===== src/rtl/burst_ram_arbiter.sv =====
// burst_ram_arbiter: shares one BurstRAM port between two burst-level clients.
// Whole bursts are granted round-robin. Commands, write beats and read beats
// are forwarded, and read beats are routed only to the client that owns the
// current burst.
//
// Ports:
//   clk, rst             clock, asynchronous active-high reset
//   cN_req/cmd/addr      client N request level, 0=read/1=write, burst address
//   cN_wr_data/mask      client N write beat and byte mask (muxed to BurstRAM)
//   cN_ack               one-cycle grant pulse, coincident with br_cmd_en
//   cN_rd_data(_ready)   read beat fan-out; ready is gated to the owner
//   br_*                 BurstRAM command/data interface
//   owner, active        client holding the RAM, burst in progress
module burst_ram_arbiter #(
  parameter int unsigned DEPTH_BITWIDTH = 4,
  parameter int unsigned BURST_COUNT    = 4
) (
  input  logic                      clk,
  input  logic                      rst,
  input  logic                      c0_req,
  input  logic                      c0_cmd,
  input  logic [DEPTH_BITWIDTH-1:0] c0_addr,
  input  logic [63:0]               c0_wr_data,
  input  logic [7:0]                c0_data_mask,
  output logic                      c0_ack,
  output logic [63:0]               c0_rd_data,
  output logic                      c0_rd_data_ready,
  input  logic                      c1_req,
  input  logic                      c1_cmd,
  input  logic [DEPTH_BITWIDTH-1:0] c1_addr,
  input  logic [63:0]               c1_wr_data,
  input  logic [7:0]                c1_data_mask,
  output logic                      c1_ack,
  output logic [63:0]               c1_rd_data,
  output logic                      c1_rd_data_ready,
  output logic                      br_cmd,
  output logic                      br_cmd_en,
  output logic [DEPTH_BITWIDTH-1:0] br_addr,
  output logic [63:0]               br_wr_data,
  output logic [7:0]                br_data_mask,
  input  logic [63:0]               br_rd_data,
  input  logic                      br_rd_data_ready,
  input  logic                      br_busy,
  output logic                      owner,
  output logic                      active
);

  localparam int unsigned CNT_W = $clog2(BURST_COUNT + 1);
  // Last write beat index after ISSUE, and last read beat index.
  localparam logic [CNT_W-1:0] WR_LAST = CNT_W'(BURST_COUNT - 2);
  localparam logic [CNT_W-1:0] RD_LAST = CNT_W'(BURST_COUNT - 1);

  typedef enum logic [1:0] {
    IDLE     = 2'd0,
    ISSUE    = 2'd1,
    WR_BEATS = 2'd2,
    RD_WAIT  = 2'd3
  } state_t;

  state_t           state;
  logic             last;
  logic [CNT_W-1:0] beat_cnt;
  logic             any_req;
  logic             winner;
  logic             sel_c1;
  logic             rd_window;

  // Single request wins outright; on a tie the client that did not go last wins.
  assign any_req = c0_req | c1_req;
  assign winner  = (c0_req & c1_req) ? ~last : c1_req;

  // Burst sequencer with registered command, ack and owner outputs.
  always_ff @(posedge clk or posedge rst) begin
    if (rst) begin
      state     <= IDLE;
      br_cmd_en <= 1'b0;
      br_cmd    <= 1'b0;
      br_addr   <= '0;
      c0_ack    <= 1'b0;
      c1_ack    <= 1'b0;
      owner     <= 1'b0;
      last      <= 1'b1;
      beat_cnt  <= '0;
    end else begin
      br_cmd_en <= 1'b0;
      c0_ack    <= 1'b0;
      c1_ack    <= 1'b0;
      case (state)
        IDLE: begin
          if (!br_busy && any_req) begin
            owner     <= winner;
            last      <= winner;
            br_cmd    <= winner ? c1_cmd : c0_cmd;
            br_addr   <= winner ? c1_addr : c0_addr;
            br_cmd_en <= 1'b1;
            c0_ack    <= ~winner;
            c1_ack    <= winner;
            state     <= ISSUE;
          end
        end
        ISSUE: begin
          beat_cnt <= '0;
          state    <= br_cmd ? WR_BEATS : RD_WAIT;
        end
        WR_BEATS: begin
          // Beats 1..BURST_COUNT-1 stream through without stalling.
          beat_cnt <= beat_cnt + CNT_W'(1);
          if (beat_cnt == WR_LAST) begin
            state <= IDLE;
          end
        end
        RD_WAIT: begin
          if (br_rd_data_ready) begin
            beat_cnt <= beat_cnt + CNT_W'(1);
            if (beat_cnt == RD_LAST) begin
              state <= IDLE;
            end
          end
        end
        default: state <= IDLE;
      endcase
    end
  end

  // Write path follows the owner during a burst and parks on c0 when idle.
  assign sel_c1       = (state != IDLE) && owner;
  assign br_wr_data   = sel_c1 ? c1_wr_data : c0_wr_data;
  assign br_data_mask = sel_c1 ? c1_data_mask : c0_data_mask;

  // Read beats only count inside RD_WAIT; strays elsewhere reach nobody.
  assign rd_window        = (state == RD_WAIT) && br_rd_data_ready;
  assign c0_rd_data_ready = rd_window & ~owner;
  assign c1_rd_data_ready = rd_window & owner;
  assign c0_rd_data       = br_rd_data;
  assign c1_rd_data       = br_rd_data;

  assign active = (state != IDLE);

endmodule


===== config.mk =====
export PLATFORM = sky130hd
export DESIGN_NAME = burst_ram_arbiter
export DESIGN_NICKNAME = d
export VERILOG_FILES = /design/src/rtl/burst_ram_arbiter.sv
export SDC_FILE = /design/constraint.sdc
export NUM_CORES = 1
export LEC_CHECK = 0
export BUFFER_PORTS_ARGS = -buffer_cell sky130_fd_sc_hd__buf_2
export CORE_AREA = 2 2 170 172
export DETAILED_ROUTE_END_ITERATION = 10
export DIE_AREA = 0 0 172 174
export PLACE_DENSITY = 0.38
export SLEW_MARGIN = 20
export SYNTH_ARGS = -nofsm -noshare
export SYNTH_HDL_FRONTEND = slang
export SYNTH_SLANG_ARGS = --single-unit

===== constraint.sdc =====
create_clock -name clk -period 1.7 [get_ports clk]
set_clock_uncertainty 0.15 [all_clocks]
set_input_delay 0.17 -clock clk [delete_from_list [all_inputs] [get_ports clk]]
set_output_delay 0.17 -clock clk [all_outputs]
set_load 0.01 [all_outputs]

==> metrics.txt, run 1 <==
cell area after synthesis 2630 sq um; GRT Util Overall 6.35%; CTS Sinks 15; post-synth top area share 38.9%; RSZ-0062 raised after global routing true; Avg Vias per Cell 2.93; MaxCap Viol Count 0; delay-heaviest family, CP simple AND/OR/NAND/NOR gates; DP Cell Count 780; ant diodes 0; Lkg Pwr 0.00207 uW; worst flop-to-flop path endpoint br_addr[2]$_DFFE_PP0P_; peak supply drop 0.318 mV; final hold viol count 0; worst hold stages 3; DP Wirelength 9650 um; Clk pwr share 8.6%; CP max stage cell dfrtp_1; Yosys reg bits 15; post-synthesis sequential area ratio 14.3%; routed len/inst 14.9 um; Slew HR 72.4%; DRT iter0 DRCs 87; Layout Area Growth over Synthesis 53.9%; drt drc 0; worst-path fanout max 13; overall routed net length 11800 um; Buf+Inv Stages, Crit Path 2; CP Data Required Time 1.38 ns; final core occ 14.3%; P_sw 2110 uW; Top FF cell, synth dfrtp_1; fill count 3267; Worst-Skew Late Latency 0.24 ns; Hold Startpoint c0_cmd; layout cells sized above 1 88.2%; setup slack, reg-to-reg -0.31 ns; Tmin final 2.04 ns; status complete, but fails checks; I/O pin count 436; WP depth 5; nets 635; I/O Buffers 243; initial core utilization 9.30%; FF/Latch Area 378 sq um; Die W 172 um; post-route setup slack -0.340 ns; number of synthesized flops with an enable pin 0; DRT Pass-1 Iters 4; switching share of total power 38.5%; worst setup path class reg2out; Hold WC Path Type in2reg; die area 29900 sq um; Synth area leaders buf_4 39%, mux2_2 33%, dfrtp_1 13%; Final Max Slew Viols 0; max incr delay on CP 0.37 ns; PD cells 1360 nW/um^2; endpoints failing setup 83; Seq pwr share 12.1%; r2r startpoint state[0]$_DFFE_PP0P_; post-synthesis area per instance 9.55 sq um; CP Cell Sequence or2_4 -> nand2_8 -> clkbuf_16 -> mux2_2 -> buf_6; Hold Path Sink br_cmd$_DFFE_PP0P_; Max clock buf depth 2; Comb power frac 79.4%; FFs w/ async S/R, synth 100%; Setup crit end kind primary output; Ys Warns 0; cts bufs inserted 3; CTS tree built; Overflow after GRT 0; Yosys cell types 26; Worst Path Arrival 1.72 ns; htree depth 1; clk slew on worst S/H paths 0.05 ns; core area 28200 sq um; worst reg2reg path depth 6; routed vias 2321; Post-Layout Cell Count 791; cell taking the most area after synthesis buf_4; Setup crit start kind flip-flop; CTS root buf clkbuf_16; count leader, synth buf_4; Max Clk Rate 0.490 GHz; area of the multi-input gates 1350 sq um; most frequent cells after synthesis 136 x buf_4, 76 x mux2_2, 14 x dfrtp_1; first-pass GRT wire length 13900 um; num rows 62; Setup TNS -24.41 ns; Cell Int Power 3370 uW; failing checks setup timing; Final ANT Viol Nets 0; Hold WS 0.0719 ns; synthesized netlist cell count 275; vias in the first global route 2241; initial antenna violation count 0; die outline height 174 um; routability cong. 0.748; syn nets 502; final worst-path cycle share 120%; Worst Max-Slew Pin Slew 0.412 ns; largest net degree at the start of global routing 27
cell usage in the layout, fill, tap and decap left out, types with 2 or more instances in the layout:
| cell | instances |
|---|---|
| ha_1 | 3 |
| mux2_4 | 40 |
| buf_4 | 12 |
| dfrtp_1 | 13 |
| o22ai_1 | 3 |
| mux2_2 | 42 |
| buf_6 | 45 |
| inv_1 | 6 |
| buf_2 | 202 |
| nor2_1 | 3 |
| o21ai_0 | 2 |
| nor2b_1 | 4 |
| a21boi_2 | 2 |
| clkbuf_16 | 5 |
| nand3_1 | 2 |
| mux2i_1 | 3 |
| a21oi_1 | 3 |
how the worst max path moves through the flow:
stage	slack, ns	startpoint	to
after floorplan	-0.11	state[0]$_DFFE_PP0P_	br_addr[0]$_DFFE_PP0P_
after detailed placement	-0.16	state[0]$_DFFE_PP0P_	br_wr_data[23]
final	-0.34	state[0]$_DFFE_PP0P_	br_wr_data[49]
after global placement	-0.11	state[0]$_DFFE_PP0P_	br_wr_data[28]
after global routing	-0.42	state[0]$_DFFE_PP0P_	br_wr_data[48]
after CTS	-0.38	state[0]$_DFFE_PP0P_	br_wr_data[23]
sequential cells by signal, indices dropped and copies added, names as in the netlist:
name,flops
beat_cnt,3
br_addr,4
br_cmd,1
br_cmd_en,1
c0_ack,1
c1_ack,1
last,1
owner,1
state,2
metrics by stage:
stage	instance area, sq um	setup slack, ns	total power (uW)
after floorplan	2630	-0.106	3050
after global placement	3430	-0.113	4030
after detailed placement	3430	-0.162	4020
after CTS	3730	-0.380	4890
after global routing	4040	-0.421	5840
final	4040	-0.340	5480
worst register-to-register path: cells and delay by family (launching register included):
kind                   cells  cell delay, ns
and+or+nand+nor            2            0.72
DFF                        1            0.37
muxes                      1            0.30
buffers and inverters      3            0.35
cell type report:
class / count / share of cell area (%)
timing repair buffer: 264 / 42.4
multi-input combinational: 117 / 33.4
tap: 384 / 11.9
sequential: 15 / 9.35
clock buffer: 3 / 1.86
inverter: 7 / 0.959
clock inverter: 1 / 0.124
routing by layer:
layer | part of all wire (%) | wire length [um] | track usage, %
met5 | 0.31 | 37 | 1.00
met4 | 3.1 | 369 | 2.45
met3 | 14 | 1630 | 2.82
met2 | 44 | 5190 | 9.61
met1 | 39 | 4590 | 7.78
power by group through the flow:
stage / logic (uW) / registers, uW / clock network, uW
floorplan: 2380 / 664 / 0
global placement: 3390 / 641 / 0
detailed placement: 3390 / 631 / 0
CTS: 3750 / 640 / 498
global route: 4650 / 683 / 508
finish: 4350 / 661 / 469
kinds of logic (layout without fill, tap and decap cells):
family          count (synthesis)  count (layout)  synth area share, %
buf+inv                       144             275                 40.5
mux                            85              85                 37.2
flops                          15              15                 14.3
simple gates                   15              16                 3.29
compound gates                 12              12                 2.95
fa+ha+maj                       3               3                 1.43
xor+xnor                        1               1                0.334
what timing repair did:
| item | in CTS | in global routing |
|---|---|---|
| pin swaps | 0 | 2 |
| gates resized for setup | 39 | 49 |
| hold buffers | 1 | 0 |
| endpoints found under the hold margin | 14 | 0 |
| cloned | 0 | 3 |
| endpoints found under the setup margin | 79 | 82 |
| buffers inserted | 2 | 1 |
No activity file was read; power rests on OpenSTA's default activity.
==> run 2, diff against run 1 <==
--- a/config.mk
+++ b/config.mk
@@ -10,6 +10,8 @@
 export DETAILED_ROUTE_END_ITERATION = 10
 export DIE_AREA = 0 0 172 174
 export PLACE_DENSITY = 0.38
+export RECOVER_POWER = 25
+export SETUP_SLACK_MARGIN = 0.15
 export SLEW_MARGIN = 20
 export SYNTH_ARGS = -nofsm -noshare
 export SYNTH_HDL_FRONTEND = slang
==> run 2 against run 1 <==
The flow still finishes with violations (setup timing). Die area did not move. Clock power barely moved. Non-clock buffer count rose by 1. Sequential share of layout area fell by 0.19 points. Global-route usage did not move. Via count rose by 0.17%. Power rose by 2.7%. Sequential cell count did not move. Utilization rose by 0.29 points. First-iteration DRC count fell by 17%. Fmax fell by 0.71%.
==> metrics.txt, run 2 (same netlist as run 1, synthesis figures left out) <==
DP Cell Count 780 (unchanged); Comb power frac 80.0% (was 79.4%); first-pass GRT wire length 13900 um (about the same); overall routed net length 11900 um (was 11800 um); failing checks setup timing (unchanged); routability cong. 0.748 (unchanged); worst-path fanout max 13 (unchanged); DRT iter0 DRCs 72 (was 87); ant diodes 0 (unchanged); Worst Max-Slew Pin Slew 0.412 ns (about the same); worst setup path class reg2out (unchanged); num rows 62 (unchanged); RSZ-0062 raised after global routing true (unchanged); M2 GR Usage 9.62% (was 9.61%); Lkg Pwr 0.00210 uW (was 0.00207 uW); I/O pin count 436 (unchanged); Die W 172 um (unchanged); Final Max Slew Viols 0 (unchanged); WP depth 5 (unchanged); nets 636 (was 635); Total Power 5630 uW (was 5480 uW); Worst-Skew Late Latency 0.24 ns (about the same); CP max stage cell dfrtp_1 (unchanged); GRT Util Overall 6.35% (unchanged); htree depth 1 (unchanged); CTS tree built (unchanged); met1 Use GR 7.77% (was 7.78%); Post-Layout Cell Count 792 (was 791); GRT Max-Usage Layer met2 (unchanged); Cell Int Power 3480 uW (was 3370 uW); largest net degree at the start of global routing 27 (unchanged); max incr delay on CP 0.37 ns (about the same); peak supply drop 0.318 mV (about the same); commonest non-fill, non-tap cells in the layout 195 x buf_2, 53 x buf_6, 42 x mux2_4, 40 x mux2_2, 13 x dfrtp_1 (was 202 x buf_2, 45 x buf_6, 42 x mux2_2, 40 x mux2_4, 13 x dfrtp_1); die area 29900 sq um (unchanged); status complete, but fails checks (unchanged); I/O Buffers 243 (unchanged); final worst-path cycle share 121% (was 120%); CTS root buf clkbuf_16 (unchanged); Buf+Inv Stages, Crit Path 2 (unchanged); layout cells sized above 1 89.0% (was 88.2%); Largest register FFs 4 (unchanged); grt met3 use 2.82% (unchanged); initial core utilization 9.30% (unchanged); Seq pwr share 11.7% (was 12.1%); cts bufs inserted 3 (unchanged); Hold WC Path Type in2reg (unchanged); Max Clk Rate 0.487 GHz (was 0.490 GHz); die outline height 174 um (unchanged); MaxCap Viol Count 0 (unchanged); routed len/inst 15.1 um (was 14.9 um); CTS Sinks 15 (unchanged); core area 28200 sq um (unchanged); Tmin final 2.05 ns (was 2.04 ns); Largest Register br_addr (unchanged); CP Data Required Time 1.38 ns (about the same); worst hold stages 3 (unchanged); Slew HR 72.4% (about the same); Avg Vias per Cell 2.94 (was 2.93); Layout Area Growth over Synthesis 57.1% (was 53.9%); post-route setup slack -0.355 ns (was -0.340 ns); worst reg2reg path depth 6 (unchanged); delay-heaviest family, CP simple AND/OR/NAND/NOR gates (unchanged); endpoints failing setup 83 (unchanged); Overflow after GRT 0 (unchanged); DP Wirelength 9650 um (unchanged); PD cells 1360 nW/um^2 (about the same); final hold viol count 0 (unchanged); top flop regs br_addr (4), beat_cnt (3), state (2) (unchanged); Clk pwr share 8.3% (was 8.6%); switching share of total power 38.2% (was 38.5%); DRT Pass-1 Iters 4 (unchanged); routed vias 2325 (was 2321); Setup crit start kind flip-flop (unchanged); Setup crit end kind primary output (unchanged); vias in the first global route 2240 (was 2241); P_sw 2150 uW (was 2110 uW); drt drc 0 (unchanged); commonest non-fill, non-tap cell in the layout buf_2 (unchanged); initial antenna violation count 0 (unchanged); Final ANT Viol Nets 0 (unchanged); CP Cell Sequence or2_4 -> nand2_8 -> clkbuf_16 -> mux2_2 -> buf_6 (unchanged); Max clock buf depth 2 (unchanged); clk slew on worst S/H paths 0.05 ns (about the same); Worst Path Arrival 1.73 ns (was 1.72 ns)
## run 2: area by class of cell
| cell class | instances | area (sq um) |
|---|---|---|
| multi-input combinational | 117 | 1380 |
| clock buffer | 3 | 75.1 |
| timing repair buffer | 265 | 1770 |
| fill | 3266 | 24100 |
| inverter | 7 | 38.8 |
| sequential | 15 | 378 |
| tap | 384 | 480 |
| clock inverter | 1 | 5.00 |
## run 2: worst paths after layout
check	start	end	slack (ns)
hold reg to reg	br_addr[1]$_DFFE_PP0P_	br_addr[1]$_DFFE_PP0P_	0.36
setup / recovery	state[0]$_DFFE_PP0P_	br_wr_data[41]	-0.35
min in group asynchronous	rst	br_cmd$_DFFE_PP0P_	0.33
hold / removal	c0_cmd	br_cmd$_DFFE_PP0P_	0.07
setup reg to reg	state[0]$_DFFE_PP0P_	br_addr[2]$_DFFE_PP0P_	-0.31
max in group asynchronous	rst	last$_DFFE_PP1P_	0.82
## run 2: what timing repair did
item,CTS,global route
endpoints found under the hold margin,14,0
cloned,0,3
gates resized for setup,42,60
pin swaps,0,4
buffers inserted,2,2
hold buffers,1,0
setup endpoints to repair,81,86
## run 2: layer usage
metal	up-vias	wire (um)
li1	1062	-
met3	54	1570
met4	2	369
met5	-	37
met2	190	5280
met1	1017	4670
## run 2: stage by stage
stage	setup TNS [ns]	area, sq um	hold WS (ns)	setup WS [ns]	utilization, %
finish	-24.23	4130	0.0711	-0.355	14.6
global route	-30.78	4130	0.0874	-0.433	14.6
CTS	-24.85	3740	0.0742	-0.380	13.2
detailed placement	-8.87	3430	0.0554	-0.162	12.2
global placement	-6.76	3430	0.0516	-0.113	12.2
floorplan	-5.32	2630	-0.0792	-0.106	-
## run 2: power by group through the flow
stage / clock network (uW) / registers [uW] / logic (uW)
3_3_place_gp: 0 / 641 / 3390
5_1_grt: 508 / 678 / 4810
4_1_cts: 498 / 640 / 3760
3_5_place_dp: 0 / 631 / 3390
6_report: 470 / 656 / 4500
2_1_floorplan: 0 / 664 / 2380
## run 2: worst min-delay path: stages
cell	delay, ns
buf_2	0.07
mux2i_1	0.05
mux2i_1	0.12
==> run 3, diff against run 2 <==
--- a/config.mk
+++ b/config.mk
@@ -7,6 +7,7 @@
 export LEC_CHECK = 0
 export BUFFER_PORTS_ARGS = -buffer_cell sky130_fd_sc_hd__buf_2
 export CORE_AREA = 2 2 170 172
+export CTS_CLUSTER_DIAMETER = 80
 export DETAILED_ROUTE_END_ITERATION = 10
 export DIE_AREA = 0 0 172 174
 export PLACE_DENSITY = 0.38
@@ -16,3 +17,4 @@
 export SYNTH_ARGS = -nofsm -noshare
 export SYNTH_HDL_FRONTEND = slang
 export SYNTH_SLANG_ARGS = --single-unit
+export TNS_END_PERCENT = 10
==> run 3 against run 2 <==
Clock power decreased by 4%. Die area stayed put. Register-to-register slack improved by 0.20 ns. Critical path type unchanged. Power rose by 18%. Setup slack got worse by 0.0016 ns. Sequential share of layout area down 0.69 points. Cell area up 8.5%. The run still ends with setup timing left.
==> metrics.txt, run 3 (same netlist as run 1, synthesis figures left out) <==
layout cells sized above 1 88.2% (was 89.0%); failing checks setup timing (unchanged); MaxCap Viol Count 0 (unchanged); worst reg2reg path depth 4 (was 6); Largest Register br_addr (unchanged); Hold WS 0.0685 ns (was 0.0711 ns); CTS Sinks 15 (unchanged); endpoints failing setup 78 (was 83); CTS tree built (unchanged); I/O Buffers 243 (unchanged); Overflow after GRT 0 (unchanged); routability cong. 0.827 (was 0.748); RSZ-0062 raised after global routing true (unchanged); final hold viol count 0 (unchanged); status complete, but fails checks (unchanged); overall routed net length 13600 um (was 11900 um); Worst-Skew Late Latency 0.24 ns (about the same); commonest non-fill, non-tap cells in the layout 176 x buf_2, 71 x mux2_4, 69 x buf_6, 12 x dfrtp_1 (was 195 x buf_2, 53 x buf_6, 42 x mux2_4, 40 x mux2_2, 13 x dfrtp_1); die outline height 174 um (unchanged); DP Wirelength 9800 um (was 9650 um); CP Cell Sequence or2_4 -> nand2_8 -> buf_16 -> mux2_2 -> buf_2 (was or2_4 -> nand2_8 -> clkbuf_16 -> mux2_2 -> buf_6); final worst-path cycle share 121% (about the same); Max clock buf depth 2 (unchanged); delay-heaviest family, CP simple AND/OR/NAND/NOR gates (unchanged); nets 635 (was 636); GRT Util Overall 7.01% (was 6.35%); CTS root buf clkbuf_16 (unchanged); Final Max Slew Viols 0 (unchanged); DRT Pass-1 Iters 4 (unchanged); worst-path fanout max 5 (was 13); Avg Vias per Cell 2.99 (was 2.94); Layout Area Growth over Synthesis 70.4% (was 57.1%); Tmin final 2.06 ns (was 2.05 ns); num rows 62 (unchanged); # Post-CTS Setup Buffers 0 (was 2); first-pass GRT wire length 15200 um (was 13900 um); PD cells 1480 nW/um^2 (was 1360 nW/um^2); FF/Latch Area 379 sq um (was 378 sq um); post-route setup slack -0.356 ns (was -0.355 ns); Largest register FFs 4 (unchanged); CP Data Required Time 1.38 ns (about the same); Setup TNS -24.01 ns (was -24.23 ns); worst setup path class reg2out (unchanged); initial core utilization 9.30% (unchanged); Setup crit end kind primary output (unchanged); clk slew on worst S/H paths 0.05 ns (about the same); Lkg Pwr 0.00234 uW (was 0.00210 uW); initial antenna violation count 1 (was 0); htree depth 1 (unchanged); I/O pin count 436 (unchanged); DRT iter0 DRCs 71 (was 72); area of the multi-input gates 1490 sq um (was 1380 sq um); commonest non-fill, non-tap cell in the layout buf_2 (unchanged); Hold WC Path Type in2reg (unchanged); routed vias 2366 (was 2325); Worst Path Arrival 1.74 ns (was 1.73 ns); WP depth 5 (unchanged); largest net degree at the start of global routing 19 (was 27); routed len/inst 17.2 um (was 15.1 um); vias in the first global route 2267 (was 2240); ant diodes 0 (unchanged); die area 29900 sq um (unchanged); cts bufs inserted 3 (unchanged); Final ANT Viol Nets 0 (unchanged); worst hold stages 3 (unchanged); top flop regs br_addr (4), beat_cnt (3), state (2) (unchanged); Slew HR 60.1% (was 72.4%); peak supply drop 0.731 mV (was 0.318 mV); Max Clk Rate 0.486 GHz (was 0.487 GHz); max incr delay on CP 0.37 ns (about the same); Die W 172 um (unchanged); drt drc 0 (unchanged); CP max stage cell dfrtp_1 (unchanged); Buf+Inv Stages, Crit Path 2 (unchanged); Worst Max-Slew Pin Slew 0.598 ns (was 0.412 ns); core area 28200 sq um (unchanged); fill count 3207 (was 3266); Setup crit start kind flip-flop (unchanged)
-- run 3: cell count changes in the layout (fill, tap and decap cells not counted), sizes merged --
cell,before,now
nand2,3,4
clkbuf,5,12
buf,262,254
clkinv,2,1
-- run 3: what timing repair did --
action,CTS,global route
hold buffers,1,0
resized for setup,87,58
hold endpoints to repair,14,0
endpoints found under the setup margin,80,83
gates cloned,2,12
pin swaps,0,2
-- run 3: worst reg2reg max path, stage by stage, from the launching register on --
cell and delay, ns:
dfrtp_1 0.37, or2_4 0.34, or3_4 0.44, clkinv_8 0.10, mux2_4 0.30
-- run 3: metal layers --
layer	GRT usage, %	wire [um]	vias up
li1	-	-	1065
met1	8.34	5350	1059
met2	11.2	6350	198
met3	3.51	1660	42
met4	1.75	255	2
met5	0	9	-
-- run 3: stage by stage --
| stage | utilization (%) | worst slack (ns) | cell area (sq um) | power [uW] | cells |
|---|---|---|---|---|---|
| after floorplan | - | -0.106 | 2630 | 3040 | 275 |
| after global placement | 11.9 | -0.162 | 3370 | 3920 | 772 |
| after detailed placement | 11.9 | -0.153 | 3370 | 3900 | 772 |
| after CTS | 13.9 | -0.393 | 3940 | 5340 | 779 |
| after global routing | 15.8 | -0.414 | 4480 | 7010 | 791 |
| final | 15.8 | -0.356 | 4480 | 6620 | 791 |
-- run 3: cell type report --
cell class | instances | share of cell area [%]
Clock buffer | 4 | 1.76
Inverter | 7 | 0.867
Multi-Input combinational cell | 118 | 33.3
Sequential cell | 15 | 8.47
Tap cell | 384 | 10.7
Timing Repair Buffer | 263 | 44.9
-- run 3: power breakdown --
part	internal, uW	switching [uW]	total (uW)
Clock	317	135	452
Combinational	3250	2230	5480
Sequential	532	156	688
Total	4100	2520	6620
-- run 3: final timing paths --
kind | slack, ns | start | end
setup / recovery | -0.36 | state[1]$_DFFE_PP0P_ | br_wr_data[19]
hold / removal | 0.07 | c0_cmd | br_cmd$_DFFE_PP0P_
setup reg to reg | -0.11 | state[1]$_DFFE_PP0P_ | br_addr[1]$_DFFE_PP0P_
hold reg to reg | 0.36 | br_addr[1]$_DFFE_PP0P_ | br_addr[1]$_DFFE_PP0P_
max in group asynchronous | 0.58 | rst | owner$_DFFE_PP0P_
min in group asynchronous | 0.39 | rst | br_addr[2]$_DFFE_PP0P_
